===== config.mk =====
export PLATFORM = sky130hd
export DESIGN_NAME = clock_ctrl
export DESIGN_NICKNAME = d
export VERILOG_FILES = /design/src/rtl/clock_ctrl.sv
export SDC_FILE = /design/constraint.sdc
export NUM_CORES = 1
export LEC_CHECK = 0
export BUFFER_PORTS_ARGS = -buffer_cell sky130_fd_sc_hd__buf_2
export CAP_MARGIN = 10
export CORE_ASPECT_RATIO = 0.75
export CORE_UTILIZATION = 25
export CTS_BUF_LIST = sky130_fd_sc_hd__clkbuf_16
export CTS_CLUSTER_SIZE = 12
export DETAILED_ROUTE_END_ITERATION = 10
export GPL_ROUTABILITY_DRIVEN = 0
export HOLD_SLACK_MARGIN = 0.12
export PLACE_DENSITY_LB_ADDON = 0.2
export SLEW_MARGIN = 30
export SYNTH_ARGS = -nofsm -noshare
export SYNTH_HDL_FRONTEND = slang
export SYNTH_SLANG_ARGS = --single-unit

===== constraint.sdc =====
create_clock -name clk -period 1.9 [get_ports clk]
set_clock_uncertainty 0.2 [all_clocks]
set_input_delay 0.19 -clock clk [delete_from_list [all_inputs] [get_ports clk]]
set_output_delay 0.19 -clock clk [all_outputs]
set_load 0.01 [all_outputs]

===== src/rtl/clock_ctrl.sv =====
// Time-of-day sequencer: BCD HH:MM:SS registers, RUN/SET_HR/SET_MIN mode FSM, blink mask.
// Optional set-mode auto-exit is enabled by defining CLOCK_SET_TIMEOUT_EN.
module clock_ctrl #(
  parameter int unsigned SET_TIMEOUT = 30
) (
  input  logic       clk,
  input  logic       rst_n,
  input  logic       tick,
  input  logic       btn_mode,
  input  logic       btn_inc,
  output logic [3:0] h_tens,
  output logic [3:0] h_units,
  output logic [3:0] m_tens,
  output logic [3:0] m_units,
  output logic [3:0] s_tens,
  output logic [3:0] s_units,
  output logic [1:0] mode,
  output logic [5:0] blank
);

  typedef enum logic [1:0] {
    ST_RUN     = 2'b00,
    ST_SET_HR  = 2'b01,
    ST_SET_MIN = 2'b10
  } state_t;

  if (SET_TIMEOUT < 2 || SET_TIMEOUT > 63) begin : g_bad_timeout
    $error("clock_ctrl: SET_TIMEOUT must be in 2..63");
  end

  state_t     r_state, w_state_nxt;
  logic [3:0] r_ht, r_hu, r_mt, r_mu, r_st, r_su;
  logic [3:0] w_ht_nxt, w_hu_nxt, w_mt_nxt, w_mu_nxt, w_st_nxt, w_su_nxt;
  logic       r_phase, w_phase_nxt;
  logic [5:0] r_blank, w_blank_nxt;
  logic       w_sec_inc, w_sec_clr, w_min_inc, w_hr_inc;
  logic       w_sec_wrap, w_min_wrap;
`ifdef CLOCK_SET_TIMEOUT_EN
  localparam logic [5:0] TO_LAST = 6'(SET_TIMEOUT - 1);
  logic [5:0] r_to_cnt, w_to_cnt_nxt;
`endif

  assign w_sec_wrap = (r_st == 4'd5) && (r_su == 4'd9);
  assign w_min_wrap = (r_mt == 4'd5) && (r_mu == 4'd9);

  always_comb begin
    w_state_nxt = r_state;
    w_phase_nxt = r_phase;
    w_sec_inc   = 1'b0;
    w_sec_clr   = 1'b0;
    w_min_inc   = 1'b0;
    w_hr_inc    = 1'b0;
    w_ht_nxt    = r_ht;
    w_hu_nxt    = r_hu;
    w_mt_nxt    = r_mt;
    w_mu_nxt    = r_mu;
    w_st_nxt    = r_st;
    w_su_nxt    = r_su;
    w_blank_nxt = '0;
`ifdef CLOCK_SET_TIMEOUT_EN
    w_to_cnt_nxt = r_to_cnt;
`endif

    case (r_state)
      ST_RUN: begin
        // tick and btn_mode on the same edge both take effect
        if (tick) begin
          w_sec_inc = 1'b1;
          w_min_inc = w_sec_wrap;
          w_hr_inc  = w_sec_wrap & w_min_wrap;
        end
        if (btn_mode) begin
          w_state_nxt = ST_SET_HR;
          w_phase_nxt = 1'b0;
        end
      end
      ST_SET_HR, ST_SET_MIN: begin
        if (btn_mode) begin
          w_phase_nxt = 1'b0;
          if (r_state == ST_SET_HR) begin
            w_state_nxt = ST_SET_MIN;
          end else begin
            w_state_nxt = ST_RUN;
            w_sec_clr   = 1'b1;
          end
        end else if (btn_inc) begin
          w_phase_nxt = 1'b0;
          if (r_state == ST_SET_HR) w_hr_inc  = 1'b1;
          else                      w_min_inc = 1'b1;
        end else if (tick) begin
          w_phase_nxt = ~r_phase;
        end
      end
      default: begin
        w_state_nxt = ST_RUN;
        w_phase_nxt = 1'b0;
      end
    endcase

`ifdef CLOCK_SET_TIMEOUT_EN
    if (r_state == ST_RUN || btn_mode || btn_inc) begin
      w_to_cnt_nxt = '0;
    end else if (tick) begin
      if (r_to_cnt == TO_LAST) begin
        w_to_cnt_nxt = '0;
        w_state_nxt  = ST_RUN;
        w_sec_clr    = 1'b1;
        w_phase_nxt  = 1'b0;
      end else begin
        w_to_cnt_nxt = r_to_cnt + 6'd1;
      end
    end
`endif

    if (w_sec_clr) begin
      w_st_nxt = '0;
      w_su_nxt = '0;
    end else if (w_sec_inc) begin
      if (r_su != 4'd9) begin
        w_su_nxt = r_su + 4'd1;
      end else begin
        w_su_nxt = '0;
        w_st_nxt = (r_st == 4'd5) ? 4'd0 : r_st + 4'd1;
      end
    end

    if (w_min_inc) begin
      if (r_mu != 4'd9) begin
        w_mu_nxt = r_mu + 4'd1;
      end else begin
        w_mu_nxt = '0;
        w_mt_nxt = (r_mt == 4'd5) ? 4'd0 : r_mt + 4'd1;
      end
    end

    if (w_hr_inc) begin
      if (r_ht == 4'd2 && r_hu == 4'd3) begin
        w_ht_nxt = '0;
        w_hu_nxt = '0;
      end else if (r_hu == 4'd9) begin
        w_ht_nxt = r_ht + 4'd1;
        w_hu_nxt = '0;
      end else begin
        w_hu_nxt = r_hu + 4'd1;
      end
    end

    // blank is registered from next-state values so it changes on the causing edge
    if (w_phase_nxt) begin
      case (w_state_nxt)
        ST_SET_HR:  w_blank_nxt = 6'b110000;
        ST_SET_MIN: w_blank_nxt = 6'b001100;
        default:    w_blank_nxt = '0;
      endcase
    end
  end

  always_ff @(posedge clk or negedge rst_n) begin
    if (!rst_n) begin
      r_state <= ST_RUN;
      r_ht    <= '0;
      r_hu    <= '0;
      r_mt    <= '0;
      r_mu    <= '0;
      r_st    <= '0;
      r_su    <= '0;
      r_phase <= 1'b0;
      r_blank <= '0;
`ifdef CLOCK_SET_TIMEOUT_EN
      r_to_cnt <= '0;
`endif
    end else begin
      r_state <= w_state_nxt;
      r_ht    <= w_ht_nxt;
      r_hu    <= w_hu_nxt;
      r_mt    <= w_mt_nxt;
      r_mu    <= w_mu_nxt;
      r_st    <= w_st_nxt;
      r_su    <= w_su_nxt;
      r_phase <= w_phase_nxt;
      r_blank <= w_blank_nxt;
`ifdef CLOCK_SET_TIMEOUT_EN
      r_to_cnt <= w_to_cnt_nxt;
`endif
    end
  end

  assign h_tens  = r_ht;
  assign h_units = r_hu;
  assign m_tens  = r_mt;
  assign m_units = r_mu;
  assign s_tens  = r_st;
  assign s_units = r_su;
  assign mode    = r_state;
  assign blank   = r_blank;

endmodule


==> summary.md <==
| Metric | Value |
|---|---|
| Crit start category | register |
| Final period util | 1.07 |
| Compound-Gate Fraction of Synth Area | 0.131 |
| M1 GR Usage | 0.164 |
| Clock tree buffer depth | 2 |
| Unique masters post-synth | 46 |
| Total core area | 0.00601 sq mm |
| Chip Height | slightly above 70 microns |
| Switching power | ~1.0 mW |
| Die area | about 0.0067 sq mm |
| Share of layout cells above drive strength 1 | 0.485 |
| Endpoint class of the critical path | register |
| # rows | 24 |
| DR vias/cell | 4.36 |
| PortBufs | 34 |
| Combinational family with the most area after synthesis | simple AND/OR/NAND/NOR gates |
| Final setup margin | -132 ps |
| Post-Synth Adder-Cell Area | 0.0547 |
| Worst reg-to-reg setup slack | -130 ps |
| Pin count of the biggest net entering global routing | 30 |
| Dpl hpwl | around 2700 microns |
| Worst-Skew Late Latency | between 200 and 300 ps |
| Comb power frac | 0.437 |
| Yosys reg bits | 29 |
| CTS tree | done |
| Slew Limit Fails | 0 |
| Critical path cell sequence | inv_4 > ha_4 > and3b_2 > nand3b_1 > o32ai_4 > nand2_2 > mux2_4 |
| Critical Path AT | slightly below 2000 ps |
| # H-tree levels | 2 |
| Crit path capture | h_units[2]$_DFFE_PN0P_ |
| PwrDens | roughly 1200 mW/mm^2 |
| Failing checks | setup timing |
| Slowest stage delay, CP | 410 ps |
| Reg2reg start | mode[1]$_DFF_PN0_ |
| Max-cap violations | 0 |
| Final total power | just under 3 mW |
| Clock network power share | 0.243 |
| Xor-xnor portion of the synthesized cell area | 0.0438 |
| Vias in the first global route | ~1.4k |
| Worst-path maximum fanout | 5 |
| Final setup fails | 12 |
| Ranking of synthesized cells by area | dfrtp_1, ha_1, nor2_1, a21oi_1, inv_1 |
| Synth warn | 0 |
| Synth-to-layout area growth | 52.7% |
| Mux share of post-synthesis cell area | 0.0360 |
| Met2 usage | 0.187 |
| DR vias | 1,391 |
| Slew HR | 0.559 |
| Leakage | 1.22 nW |
| Initial antenna violation count | 0 |
| Status | finished with violations |
| Endpoints failing hold | 0 |
| Initial DRT Pass Iterations | 4 |
| R2r worst-path depth | 7 |
| Global route overflow | 0 |
| Cell Area, Synth | 0.00160 sq mm |
| Initial drt markers | 38 |
| Crit path kind | register to register |
| Maximum clock frequency | about 0.49 GHz |
| Avg WL per Cell | ~12 microns |
| Post-route ant nets | 0 |
| Worst vdd rail ir drop | between 0.0004 and 0.0005 V |
| Final cell utilization of the core | 0.407 |
| Sequential share of power | 0.321 |
| Switching part of the total power | 0.349 |
| Filler Cell Count | a little over 600 |
| Worst Tran Pin Value | between 600 and 700 ps |
| Initial Util | 0.266 |
| Slowest-stage cell, CP | dfrtp_2 |
| Layer with the highest usage | met2 |
| Clk sinks | 29 |
| Met3 usage | 0.0318 |
| Post-synthesis sequential area ratio | 0.453 |
| # nets final | approximately 250 |
| Top cell type's share of synthesized area | 0.453 |
| Seq. cell area | ~730 sq um |
| Min cycle time layout | between 2000 and 2500 ps |
| Worst endpoint required time | roughly 1900 ps |
| Die X | ~94 microns |
| Post-Synthesis Cells | ~160 |
| # DRC | 0 |
| CTS clk-pin slew, worst paths | ~50 ps |
| CTS root buffer | clkbuf_16 |
| Num CTS Buffers | 5 |
| Crit path from | mode[1]$_DFF_PN0_ |
| Hold/Removal Path Class | primary input to register |
| RSZ-0062 raised after global routing | true |
| Global-route wire length before repair | between 6000 and 7000 microns |
| Post-synthesis simple-gate area fraction | 0.229 |
| Yosys top cell by area | dfrtp_1 |
| Routed WL | 3770 microns |
| Power Internal | ~1.9 mW |
| Total Routing Usage GR | 0.123 |
| Mean area per synthesized cell | a little over 10 sq um |
| I/O Pins | 37 |
| RR Endpoint | h_units[2]$_DFFE_PN0P_ |
| N_diodes | 0 |
| Multi-input logic area | 920 sq um |
kinds of logic after synthesis:
family | after synthesis
fa+ha+maj | 7
other cells | 1
xor+xnor | 8
buf+inv | 17
flops | 29
compound gates | 29
mux | 5
simple gates | 63
through the flow:
stage	setup WS, ps	hold WS (ps)	std cells	area (sq um)	TNS, ps
after global placement	-121	63.2	302	2150	-465
after detailed placement	-186	71.1	302	2150	-933
after global routing	-225	161	319	2440	-2110
final	-132	129	319	2440	-818
after CTS	-141	123	317	2380	-770
after floorplan	-116	-306	160	1650	-281
what timing repair did:
| action | 4_1_cts | 5_1_grt |
|---|---|---|
| gates cloned | 1 | 0 |
| pin swaps | 7 | 8 |
| hold endpoints to repair | 32 | 0 |
| hold buffers | 2 | 0 |
| resized for setup | 8 | 16 |
| buffers inserted | 4 | 2 |
| setup endpoints to repair | 14 | 16 |
worst min-delay path by stage:
stage                     startpoint                     end  slack, ps  cells past startpoint
final                           tick  s_units[0]$_DFFE_PN0P_        130                      4
after global routing            tick  s_units[0]$_DFFE_PN0P_        160                      4
after CTS                       tick  s_units[0]$_DFFE_PN0P_        120                      4
after detailed placement       rst_n      blank[4]$_DFF_PN0_         70                      1
after global placement         rst_n      blank[4]$_DFF_PN0_         60                      1
after floorplan                rst_n      blank[3]$_DFF_PN0_       -310                      0
synthesized netlist by cell type, drive strengths merged:
cell	count
a21bo	1
nand2	13
nor2b	5
o21a	1
a211oi	1
nand3	5
ha	7
or3	1
o32ai	1
and3	3
conb	1
a32oi	2
xnor2	4
nor4b	1
nor2	17
o32a	1
a221o	1
xor2	4
a22o	1
buf	5
mux2	3
nand4b	1
nand3b	1
and3b	2
nand2b	1
mux2i	2
a21oi	9
a31oi	2
o21ai	7
and4b	1
o2bb2ai	1
or4	1
a31o	1
nor3b	4
nor3	5
inv	12
dfrtp	29
nand4	2
cell type report:
cell class / instances / area share
Clock buffer: 5 / 0.0512
Inverter: 12 / 0.0195
Sequential cell: 29 / 0.299
Multi-Input combinational cell: 115 / 0.376
Tap cell: 78 / 0.0399
Clock inverter: 3 / 0.00461
Timing Repair Buffer: 77 / 0.210
layout by cell type (no fill, tap or decap), drive strengths merged, types with 5 or more instances in the layout:
| cell | synthesis | layout |
|---|---|---|
| clkbuf | 0 | 5 |
| ha | 7 | 7 |
| buf | 5 | 75 |
| nor2b | 5 | 5 |
| inv | 12 | 15 |
| o21ai | 7 | 7 |
| nor3 | 5 | 5 |
| nor2 | 17 | 17 |
| a21oi | 9 | 9 |
| dfrtp | 29 | 29 |
| nand2 | 13 | 13 |
| nand3 | 5 | 5 |
critical path: cells and delay by family (launching register included):
kind	cells	cell delay (ps)
multiplexers	1	300
AO/OA/AOI/OAI	1	230
AND/OR/NAND/NOR	3	460
flip-flops	1	410
adder cells (fa/ha/maj)	1	260
buffers and inverters	1	60
power groups by stage:
stage	logic, mW	registers, mW	clock network [mW]
floorplan	0.576	1.02	0
global placement	1.15	0.947	0
detailed placement	1.16	0.939	0
CTS	1.23	0.929	0.739
global route	1.40	0.954	0.765
finish	1.26	0.928	0.702
registers in the layout, indices dropped and copies added (netlist names):
name and flops:
blank 2, h_tens 4, m_units 4, h_units 4, s_units 4, m_tens 4, s_tens 4, mode 2
r_phase 1
metal layers:
metal / share of wire / vias up
li1: - / 722
met2: 0.46 / 16
met3: 0.026 / 2
met4: 0.011 / 0
met5: 0 / -
met1: 0.50 / 651
(Power assumes the default switching activity.)
